--- src/rtl/swd_if.sv ---
// rtl/swd_if.sv - SWD host transaction engine (header, turnaround, ACK, read/write data phase).
// Optional trace printing is compiled in only when SWDIF_STATETRACE_EN is defined.
module swd_if #(
  parameter int STATETRACE = 0
) (
  input  logic        clk,
  input  logic        rst,
  input  logic        swdi,
  output logic        swdo,
  output logic        swwr,
  output logic        swclk,
  input  logic [10:0] clkDiv,
  input  logic [1:0]  addr32,
  input  logic        rnw,
  input  logic        apndp,
  input  logic [31:0] din,
  output logic [2:0]  ack,
  output logic [31:0] dout,
  output logic        err,
  input  logic        go,
  output logic        done
);

  typedef enum logic [3:0] {
    IDLE, HDR, TRN1, ACK, RDATA, RPAR, TRN2, WDATA, WPAR, DONE
  } state_t;

  state_t      state_q, state_d;
  logic [10:0] cnt_q, cnt_d;
  logic [5:0]  bit_q, bit_d;
  logic        swclk_q, swclk_d;
  logic        swdo_q, swdo_d;
  logic        swwr_q, swwr_d;
  logic        done_q, done_d;
  logic        err_q, err_d;
  logic [2:0]  ack_q, ack_d;
  logic [31:0] dout_q, dout_d;
  logic [1:0]  addr_q, addr_d;
  logic        rnw_q, rnw_d;
  logic        apndp_q, apndp_d;
  logic [31:0] din_q, din_d;
  logic        armed_q, armed_d;

  logic [10:0] half_cnt;
  logic [7:0]  hdr;
  logic [5:0]  last_idx;
  logic        ack_ok;
  state_t      nxt;
  logic [5:0]  nb;

  always_comb begin
    half_cnt = (clkDiv == 11'd0) ? 11'd0 : clkDiv - 11'd1;
    hdr      = {1'b1, 1'b0, ^{apndp_q, rnw_q, addr_q}, addr_q[1], addr_q[0], rnw_q, apndp_q, 1'b1};
    ack_ok   = (ack_q == 3'b100);
    case (state_q)
      HDR:          last_idx = 6'd7;
      ACK:          last_idx = 6'd2;
      RDATA, WDATA: last_idx = 6'd31;
      default:      last_idx = 6'd0;
    endcase

    state_d = state_q;
    cnt_d   = cnt_q;
    bit_d   = bit_q;
    swclk_d = swclk_q;
    swdo_d  = swdo_q;
    swwr_d  = swwr_q;
    done_d  = done_q;
    err_d   = err_q;
    ack_d   = ack_q;
    dout_d  = dout_q;
    addr_d  = addr_q;
    rnw_d   = rnw_q;
    apndp_d = apndp_q;
    din_d   = din_q;
    armed_d = armed_q;
    nxt     = state_q;
    nb      = bit_q;

    case (state_q)
      IDLE: begin
        if (!go) armed_d = 1'b1;
        if (go && armed_q) begin
          addr_d  = addr32;
          rnw_d   = rnw;
          apndp_d = apndp;
          din_d   = din;
          err_d   = 1'b0;
          done_d  = 1'b0;
          armed_d = 1'b0;
          state_d = HDR;
          bit_d   = 6'd0;
          cnt_d   = half_cnt;
          swclk_d = 1'b0;
          swwr_d  = 1'b1;
          swdo_d  = 1'b1;
        end
      end
      DONE: begin
        done_d  = 1'b1;
        state_d = IDLE;
      end
      default: begin
        if (cnt_q != 11'd0) begin
          cnt_d = cnt_q - 11'd1;
        end else if (!swclk_q) begin
          swclk_d = 1'b1;
          cnt_d   = half_cnt;
          case (state_q)
            ACK:     ack_d  = {ack_q[1:0], swdi};
            RDATA:   dout_d = {swdi, dout_q[31:1]};
            RPAR:    err_d  = (^dout_q) ^ swdi;
            default: ;
          endcase
        end else begin
          // Falling edge: pick the next bit and present its drive at the start of the low phase.
          swclk_d = 1'b0;
          cnt_d   = half_cnt;
          nb      = bit_q + 6'd1;
          if (bit_q == last_idx) begin
            nb = 6'd0;
            case (state_q)
              HDR:     nxt = TRN1;
              TRN1:    nxt = ACK;
              ACK:     nxt = (ack_ok && rnw_q) ? RDATA : TRN2;
              RDATA:   nxt = RPAR;
              RPAR:    nxt = TRN2;
              TRN2:    nxt = (ack_ok && !rnw_q) ? WDATA : DONE;
              WDATA:   nxt = WPAR;
              default: nxt = DONE;
            endcase
          end
          state_d = nxt;
          bit_d   = nb;
          case (nxt)
            HDR:     begin swwr_d = 1'b1; swdo_d = hdr[nb[2:0]];   end
            WDATA:   begin swwr_d = 1'b1; swdo_d = din_q[nb[4:0]]; end
            WPAR:    begin swwr_d = 1'b1; swdo_d = ^din_q;         end
            DONE:    begin swwr_d = 1'b1; swdo_d = 1'b0;           end
            default: begin swwr_d = 1'b0; swdo_d = 1'b0;           end
          endcase
        end
      end
    endcase
  end

  always_ff @(posedge clk or negedge rst) begin
    if (!rst) begin
      state_q <= IDLE;
      cnt_q   <= '0;
      bit_q   <= '0;
      swclk_q <= 1'b0;
      swdo_q  <= 1'b0;
      swwr_q  <= 1'b1;
      done_q  <= 1'b1;
      err_q   <= 1'b0;
      ack_q   <= '0;
      dout_q  <= '0;
      addr_q  <= '0;
      rnw_q   <= 1'b0;
      apndp_q <= 1'b0;
      din_q   <= '0;
      armed_q <= 1'b1;
    end else begin
      state_q <= state_d;
      cnt_q   <= cnt_d;
      bit_q   <= bit_d;
      swclk_q <= swclk_d;
      swdo_q  <= swdo_d;
      swwr_q  <= swwr_d;
      done_q  <= done_d;
      err_q   <= err_d;
      ack_q   <= ack_d;
      dout_q  <= dout_d;
      addr_q  <= addr_d;
      rnw_q   <= rnw_d;
      apndp_q <= apndp_d;
      din_q   <= din_d;
      armed_q <= armed_d;
    end
  end

  assign swdo  = swdo_q;
  assign swwr  = swwr_q;
  assign swclk = swclk_q;
  assign ack   = ack_q;
  assign dout  = dout_q;
  assign err   = err_q;
  assign done  = done_q;

`ifdef SWDIF_STATETRACE_EN
  if (STATETRACE != 0) begin : g_trace
    always @(posedge clk) begin
      if (rst && state_d != state_q)
        $display("swd_if: %s -> %s", state_q.name(), state_d.name());
      if (rst && swclk_d && !swclk_q)
        $display("swd_if: %s bit %0d sampled %b", state_q.name(), bit_q, swdi);
    end
  end
`else
  if (STATETRACE != 0) begin : g_no_trace
  end
`endif

endmodule

--- config.mk ---
export PLATFORM = sky130hd
export DESIGN_NAME = swd_if
export DESIGN_NICKNAME = d
export VERILOG_FILES = /design/src/rtl/swd_if.sv
export SDC_FILE = /design/constraint.sdc
export NUM_CORES = 1
export LEC_CHECK = 0
export CAP_MARGIN = 10
export CORE_ASPECT_RATIO = 1.75
export CORE_MARGIN = 2
export CORE_UTILIZATION = 28
export CTS_BUF_LIST = sky130_fd_sc_hd__clkbuf_8 sky130_fd_sc_hd__clkbuf_16
export CTS_CLUSTER_SIZE = 16
export DETAILED_ROUTE_END_ITERATION = 10
export PLACE_DENSITY = 0.44
export SLEW_MARGIN = 20
export SYNTH_ARGS = -nofsm -noshare
export SYNTH_HDL_FRONTEND = slang
export SYNTH_SLANG_ARGS = --single-unit
--- constraint.sdc ---
create_clock -name clk -period 3.1 [get_ports clk]
set_input_delay 0.465 -clock clk [delete_from_list [all_inputs] [get_ports clk]]
set_output_delay 0.465 -clock clk [all_outputs]
set_load 0.02 [all_outputs]
==> results.md, run 1 <==
* Syn-to-layout area delta at 27.8%
* Fillers at 1,999
* Die Y at 190 um
* Reg-to-reg startpoint: state_q[3]$_DFFE_PN0P_
* Port bufs at 90
* Count leader, synth: dfrtp_1
* Pin count of the biggest net entering global routing at 57
* H-tree depth at 3
* Max incr delay on CP at 490 ps
* Post-Syn Instances at 505
* DRC Markers at 0
* Library cells used by synthesis at 61
* NumNets Final at 650
* Post-synthesis area per instance at 11.0 um^2
* Largest area contributor in the netlist: dfrtp_1
* Num CTS Buffers at 9
* DR pass1 iterations at 4
* Initial Util at 28.3%
* Root buffer cell: clkbuf_16
* DRT Wirelength at 13,500 um
* Site row count at 68
* # clock sinks at 98
* Vias at 4,083
* Cell Area, Synth at 5540 um^2
* Gpl congestion at 0.829
* CP startpoint kind: register
* PD cells at 837 nW/um^2
* Number of enable flip-flop cells after synthesis at 0
* # hold bufs at CTS at 0
* Vias in the first global route at 4,292
* Postcts setup bufs at 0
* Main synth FF type: dfrtp_1
* Clock buffer depth at 2
* CTS tree: built
* Outcome: complete, no violations
* Proportion of netlist area held by the largest area contributor at 42.9%
* Slowest library cell on the worst path: dfrtp_1
* R2R Setup Slk at 330 ps
* Worst Path Buf+Inv at 0
* IO Pins at 91
* Critical path endpoint category: register
* Post-CTS sizing at 0
* Die footprint at 21,000 um^2
* Setup tns final at 0 ps
* HPWL Detailed at 10,300 um
* Max VDD drop at 0.453 mV
* Sequential share of the synthesized area at 44.4%
* DRT iter0 DRCs at 129
* Minimum clock period at 2770 ps
* Post-synth ARST share at 100%
* Worst path cell trace: nor3b_1 > mux2_2 > o31ai_2 > and2_1 > mux2i_1 > a2111oi_0 > nor2_1
* Max transition margin at 55.6%
* ANT cells at 0
* Leakage power at 2.86 nW
* Clock Skews at 11.9 ps
* Crit Path Max Fanout at 9
* Clock latency on the worst-skew pair at 350 ps
* Top cells by count, synth: dfrtp_1, xnor2_1, mux2_2
* Slew @ Worst Pin at 660 ps
* Core area at 19,600 um^2
* HP Class: in -> async
* Multi-input logic area at 2940 um^2
* Gr usage total at 13.8%
* WL per Instance at 16.0 um
* Crit path max-delay family: simple AND/OR/NAND/NOR gates
* # Max-Cap Violations at 0
* Synthesized Nets at 559
* WP data required at 3320 ps
* Warnings, synthesis at 0
* Final Cycle Share at 89.3%
* Reg area at 2460 um^2
* Die Wd at 110 um
* Critical path type: reg -> reg
* Final setup fails at 0
* Worst hold slack at 100 ps
* GRT overflow at 0
* Top achievable clock speed at 361 MHz
* Clock transition at the registers of the reported paths at 70 ps
* Critical Path Start: state_q[3]$_DFFE_PN0P_
* Synth Register Bits at 98
* Critical Path AT at 2980 ps
* Main area contributors after synthesis: dfrtp_1, mux2_2, xnor2_1
* RSZ-0062 raised after global routing: no
* Slew Limit Fails at 0
* Share of cells above drive strength 1 at 17.6%
* Vias per cell at 4.83
* Post-route ant nets at 0
* First-pass GRT wire length at 22,500 um
* Hold Violations, Final at 0
* Initial antenna violation count at 0
per-stage QoR:
stage          instance area, um^2  worst slack (ps)  util (%)  total power, mW  std cells
6_report                      7080               332      36.2             5.92        846
3_5_place_dp                  6760               350      34.6             4.84        830
4_1_cts                       7080               336      36.2             6.06        846
2_1_floorplan                 5540               596         -             4.11        505
5_1_grt                       7080              9.27      36.2             6.40        846
3_3_place_gp                  6760               389      34.6             4.82        830
routing by layer:
layer  share of wire [%]  track usage [%]  wire length, um  vias up
li1                    -                -                -     1976
met1                  39             16.1             5290     2009
met2                  55             24.8             7500       82
met3                 3.4             2.60              459       16
met4                 2.1             4.66              288        0
met5                   0                0                0        -
flip-flops by register name, summed over array words and instances, names as in the netlist:
signal,flops
din_q,32
dout,32
cnt_q,11
bit_q,6
state_q,4
ack,3
addr_q,2
apndp_q,1
armed_q,1
done,1
err,1
rnw_q,1
swclk,1
swdo,1
swwr,1
report_power, final:
part	switching [mW]	internal [mW]
combinational	1.28	1.44
sequential	0.371	1.65
clock	0.543	0.642
logic make-up (layout without fill, tap and decap cells):
kind of cell | Yosys count | after routing | share of synthesized area, %
xor+xnor | 77 | 77 | 12.2
mux | 82 | 82 | 17.8
fa+ha+maj | 3 | 3 | 0.678
simple gates | 125 | 125 | 11.5
compound gates | 88 | 88 | 10.8
buf+inv | 32 | 128 | 2.67
flops | 98 | 98 | 44.4
final cells by class:
type	count	area share (%)
Sequential cell	98	34.7
Inverter	8	0.424
Timing Repair Buffer	104	14.5
Clock inverter	7	1.27
Multi-Input combinational cell	375	41.5
Tap cell	245	4.33
Clock buffer	9	3.18
layout by cell type, fill, tap and decap left out, types with 5 or more instances in the layout:
| master | synthesis | layout |
|---|---|---|
| nor2_1 | 32 | 32 |
| o221ai_1 | 5 | 5 |
| clkbuf_16 | 0 | 9 |
| a31oi_1 | 7 | 7 |
| or3_1 | 7 | 7 |
| mux2_1 | 24 | 24 |
| mux2_2 | 49 | 49 |
| nand2b_1 | 5 | 5 |
| clkdlybuf4s50_1 | 0 | 89 |
| a21oi_1 | 19 | 19 |
| nand3_1 | 10 | 10 |
| xnor2_1 | 63 | 63 |
| nand2_1 | 41 | 41 |
| dfrtp_1 | 95 | 95 |
| nor3_1 | 7 | 7 |
| buf_4 | 3 | 13 |
| mux4_2 | 6 | 6 |
| xor2_1 | 14 | 14 |
| o21ai_0 | 21 | 21 |
| o21ai_1 | 6 | 6 |
| inv_1 | 8 | 8 |
final timing paths:
kind / cells after the start / endpoint
setup reg to reg: 7 / state_q[0]$_DFFE_PN0P_
hold / removal: 1 / din_q[27]$_DFFE_PN0P_
max in group asynchronous: 2 / done$_DFFE_PN1P_
hold reg to reg: 2 / done$_DFFE_PN1P_
min in group clk: 2 / done$_DFFE_PN1P_
setup / recovery: 7 / state_q[0]$_DFFE_PN0P_
worst reg2reg max path: cells and delay by family, from the launching register on:
family	cells	cell delay, ps
DFF	1	490
and+or+nand+nor	3	880
AOI/OAI and AO/OA	2	770
muxes	2	520
Note: power is estimated with default switching activity, not from simulation.
==> inputs of run 2 (changes only) <==
--- a/config.mk
+++ b/config.mk
@@ -12,7 +12,9 @@
 export CTS_BUF_LIST = sky130_fd_sc_hd__clkbuf_8 sky130_fd_sc_hd__clkbuf_16
 export CTS_CLUSTER_SIZE = 16
 export DETAILED_ROUTE_END_ITERATION = 10
+export GPL_ROUTABILITY_DRIVEN = 0
 export PLACE_DENSITY = 0.44
+export SETUP_SLACK_MARGIN = 0.4
 export SLEW_MARGIN = 20
 export SYNTH_ARGS = -nofsm -noshare
 export SYNTH_HDL_FRONTEND = slang
==> run 2 against run 1 <==
  * Fmax grew 5.2%
  * Worst setup slack improved by 140 ps
  * Sequential share of layout area fell by 0.88 points
  * First-iteration DRC count is 6.2% higher
  * Final area up 2.6%
  * Clock power about the same
  * Clock-buffer cell count unchanged
  * Wire length is 3.7% higher
  * Highest routed layer unchanged
==> results.md, run 2 (synthesized netlist as in run 1, its figures left out) <==
* Syn-to-layout area delta at 31.1%
* Crit Path Max Fanout at 7 (-2)
* Slew Limit Fails at 0 (unchanged)
* Minimum clock period at 2630 ps (-137 ps)
* Port bufs at 90 (unchanged)
* RSZ-0062 raised after global routing: yes
* Num CTS Buffers at 9 (unchanged)
* Die footprint at 21,000 um^2 (unchanged)
* IO Pins at 91 (unchanged)
* Outcome: complete, no violations
* Pin count of the biggest net entering global routing at 57 (unchanged)
* Most frequent cells in the layout: dfrtp_1, clkdlybuf4s50_1, xnor2_1
* Critical path endpoint category: register
* Leakage power at 2.93 nW (+2.5%)
* # hold bufs at CTS at 0 (unchanged)
* # Max-Cap Violations at 0 (unchanged)
* Root buffer cell: clkbuf_16
* Clock Skews at 12.2 ps (+0.224 ps)
* Combinational share of power at 46.8% (+1.0 points)
* First-pass GRT wire length at 22,600 um (+0.40%)
* Die Y at 190 um (unchanged)
* Reg power frac at 33.6% (-0.6 points)
* Site row count at 68 (unchanged)
* Slowest library cell on the worst path: or4_4
* ANT cells at 0 (unchanged)
* Critical path type: reg -> reg
* HPWL Detailed at 10,300 um (unchanged)
* Final setup fails at 0 (unchanged)
* DRT Wirelength at 14,000 um (+3.7%)
* Vias in the first global route at 4,309 (+0.40%)
* Crit path max-delay family: simple AND/OR/NAND/NOR gates
* CP startpoint kind: register
* Initial antenna violation count at 0 (unchanged)
* WL per Instance at 16.4 um (+2.4%)
* Vias per cell at 4.80 (-0.49%)
* Setup tns final at 0 ps (unchanged)
* Max transition margin at 53.0% (-2.6 points)
* DRT iter0 DRCs at 137 (+6.2%)
* Most common cell after layout, fill and taps aside: dfrtp_1
* Die Wd at 110 um (unchanged)
* DR pass1 iterations at 4 (unchanged)
* Clock transition at the registers of the reported paths at 70 ps (about the same)
* Top achievable clock speed at 380 MHz (+5.2%)
* PD cells at 833 nW/um^2 (-0.49%)
* P_sw at 2.30 mW (+4.9%)
* Post-route ant nets at 0 (unchanged)
* HP Class: in -> async
* # clock sinks at 98 (unchanged)
* Share of cells above drive strength 1 at 20.1% (+2.5 points)
* H-tree depth at 3 (unchanged)
* Final Cycle Share at 84.8% (-4.4 points)
* NumNets Final at 661 (+1.7%)
* Internal power at 3.75 mW (+0.50%)
* WP data required at 3370 ps (+50 ps)
* Worst Path Buf+Inv at 1 (+1)
* Worst path cell trace: inv_1 > ha_2 > or4b_4 > or4_4 > a21o_4 > nor2_8 > nor2_2 > a211o_1 > o22ai_2
* Critical Path AT at 2900 ps (-80 ps)
* Clk network pwr share at 19.6% (-0.4 points)
* Max incr delay on CP at 540 ps (+50 ps)
* Hold Violations, Final at 0 (unchanged)
* Vias at 4,116 (+0.81%)
* Initial Util at 28.3% (unchanged)
* Gr usage total at 13.9% (+0.049 points)
* GRT overflow at 0 (unchanged)
* Slew @ Worst Pin at 699 ps (+38.5 ps)
* Net Sw Frac at 38.0% (+1.0 points)
* Core area at 19,600 um^2 (unchanged)
* Clock latency on the worst-skew pair at 350 ps (about the same)
* Clock buffer depth at 2 (unchanged)
* Fillers at 1,981 (-0.90%)
* Post-Place Cells at 830 (unchanged)
* CTS tree: built
* DRC Markers at 0 (unchanged)
* Finished Layout Cells at 857 (+1.3%)
* Max VDD drop at 0.455 mV (+0.35%)
## run 2: routing by layer
layer  routed length [um]  share of wire (%)  global-route usage (%)  vias to the layer above
met3                  455                3.2                    2.54                       16
li1                     -                  -                       -                     1997
met2                 7810                 56                    24.9                       84
met5                    0                  0                       0                        -
met1                 5490                 39                    16.2                     2019
met4                  289                2.1                    4.71                        0
## run 2: area by class of cell
cell class,instances,area (um^2),share of cell area [%]
multi-input cells,375,3000,41.3
well taps,245,307,4.22
inverters,8,30.0,0.414
flip-flops and latches,98,2460,33.8
repair buffers,115,1150,15.9
clock buffers,9,225,3.10
clock inverters,7,90.1,1.24
## run 2: timing repair
action                     in CTS  in global routing
resized for setup               5                  7
setup endpoints to repair      34                 41
cloned                          0                  3
buffers inserted                0                  8
pin swaps                       0                  5
## run 2: final timing paths
kind	start	end	slack (ps)	cells after the start
min in group clk	done$_DFFE_PN1P_	done$_DFFE_PN1P_	490	2
worst max register to register	cnt_q[0]$_DFFE_PN0P_	swdo$_DFFE_PN0P_	470	9
worst max-delay path	cnt_q[0]$_DFFE_PN0P_	swdo$_DFFE_PN0P_	470	9
worst min-delay path	rst	din_q[27]$_DFFE_PN0P_	100	1
worst min register to register	done$_DFFE_PN1P_	done$_DFFE_PN1P_	490	2
max in group asynchronous	rst	done$_DFFE_PN1P_	2250	2
## run 2: through the flow
step	area (um^2)	worst slack [ps]	util [%]	hold WS, ps	power (mW)
CTS	7110	406	36.3	130	6.08
finish	7260	470	37.1	99.2	6.05
global route	7260	363	37.1	142	6.47
floorplan	5540	596	-	169	4.11
global placement	6760	389	34.6	481	4.82
detailed placement	6760	350	34.6	489	4.84
## run 2: worst register-to-register path, stage by stage, from the launching register on
cell,delay (ps)
dfrtp_1,400
inv_1,70
ha_2,190
or4b_4,510
or4_4,550
a21o_4,250
nor2_8,160
nor2_2,60
a211o_1,280
o22ai_2,80
## run 2: power by group through the flow
stage	combinational (mW)	sequential, mW	clock [mW]
detailed placement	2.79	2.06	0
floorplan	2.14	1.97	0
CTS	2.81	2.04	1.23
global route	3.08	2.10	1.30
global placement	2.77	2.04	0
finish	2.83	2.03	1.19
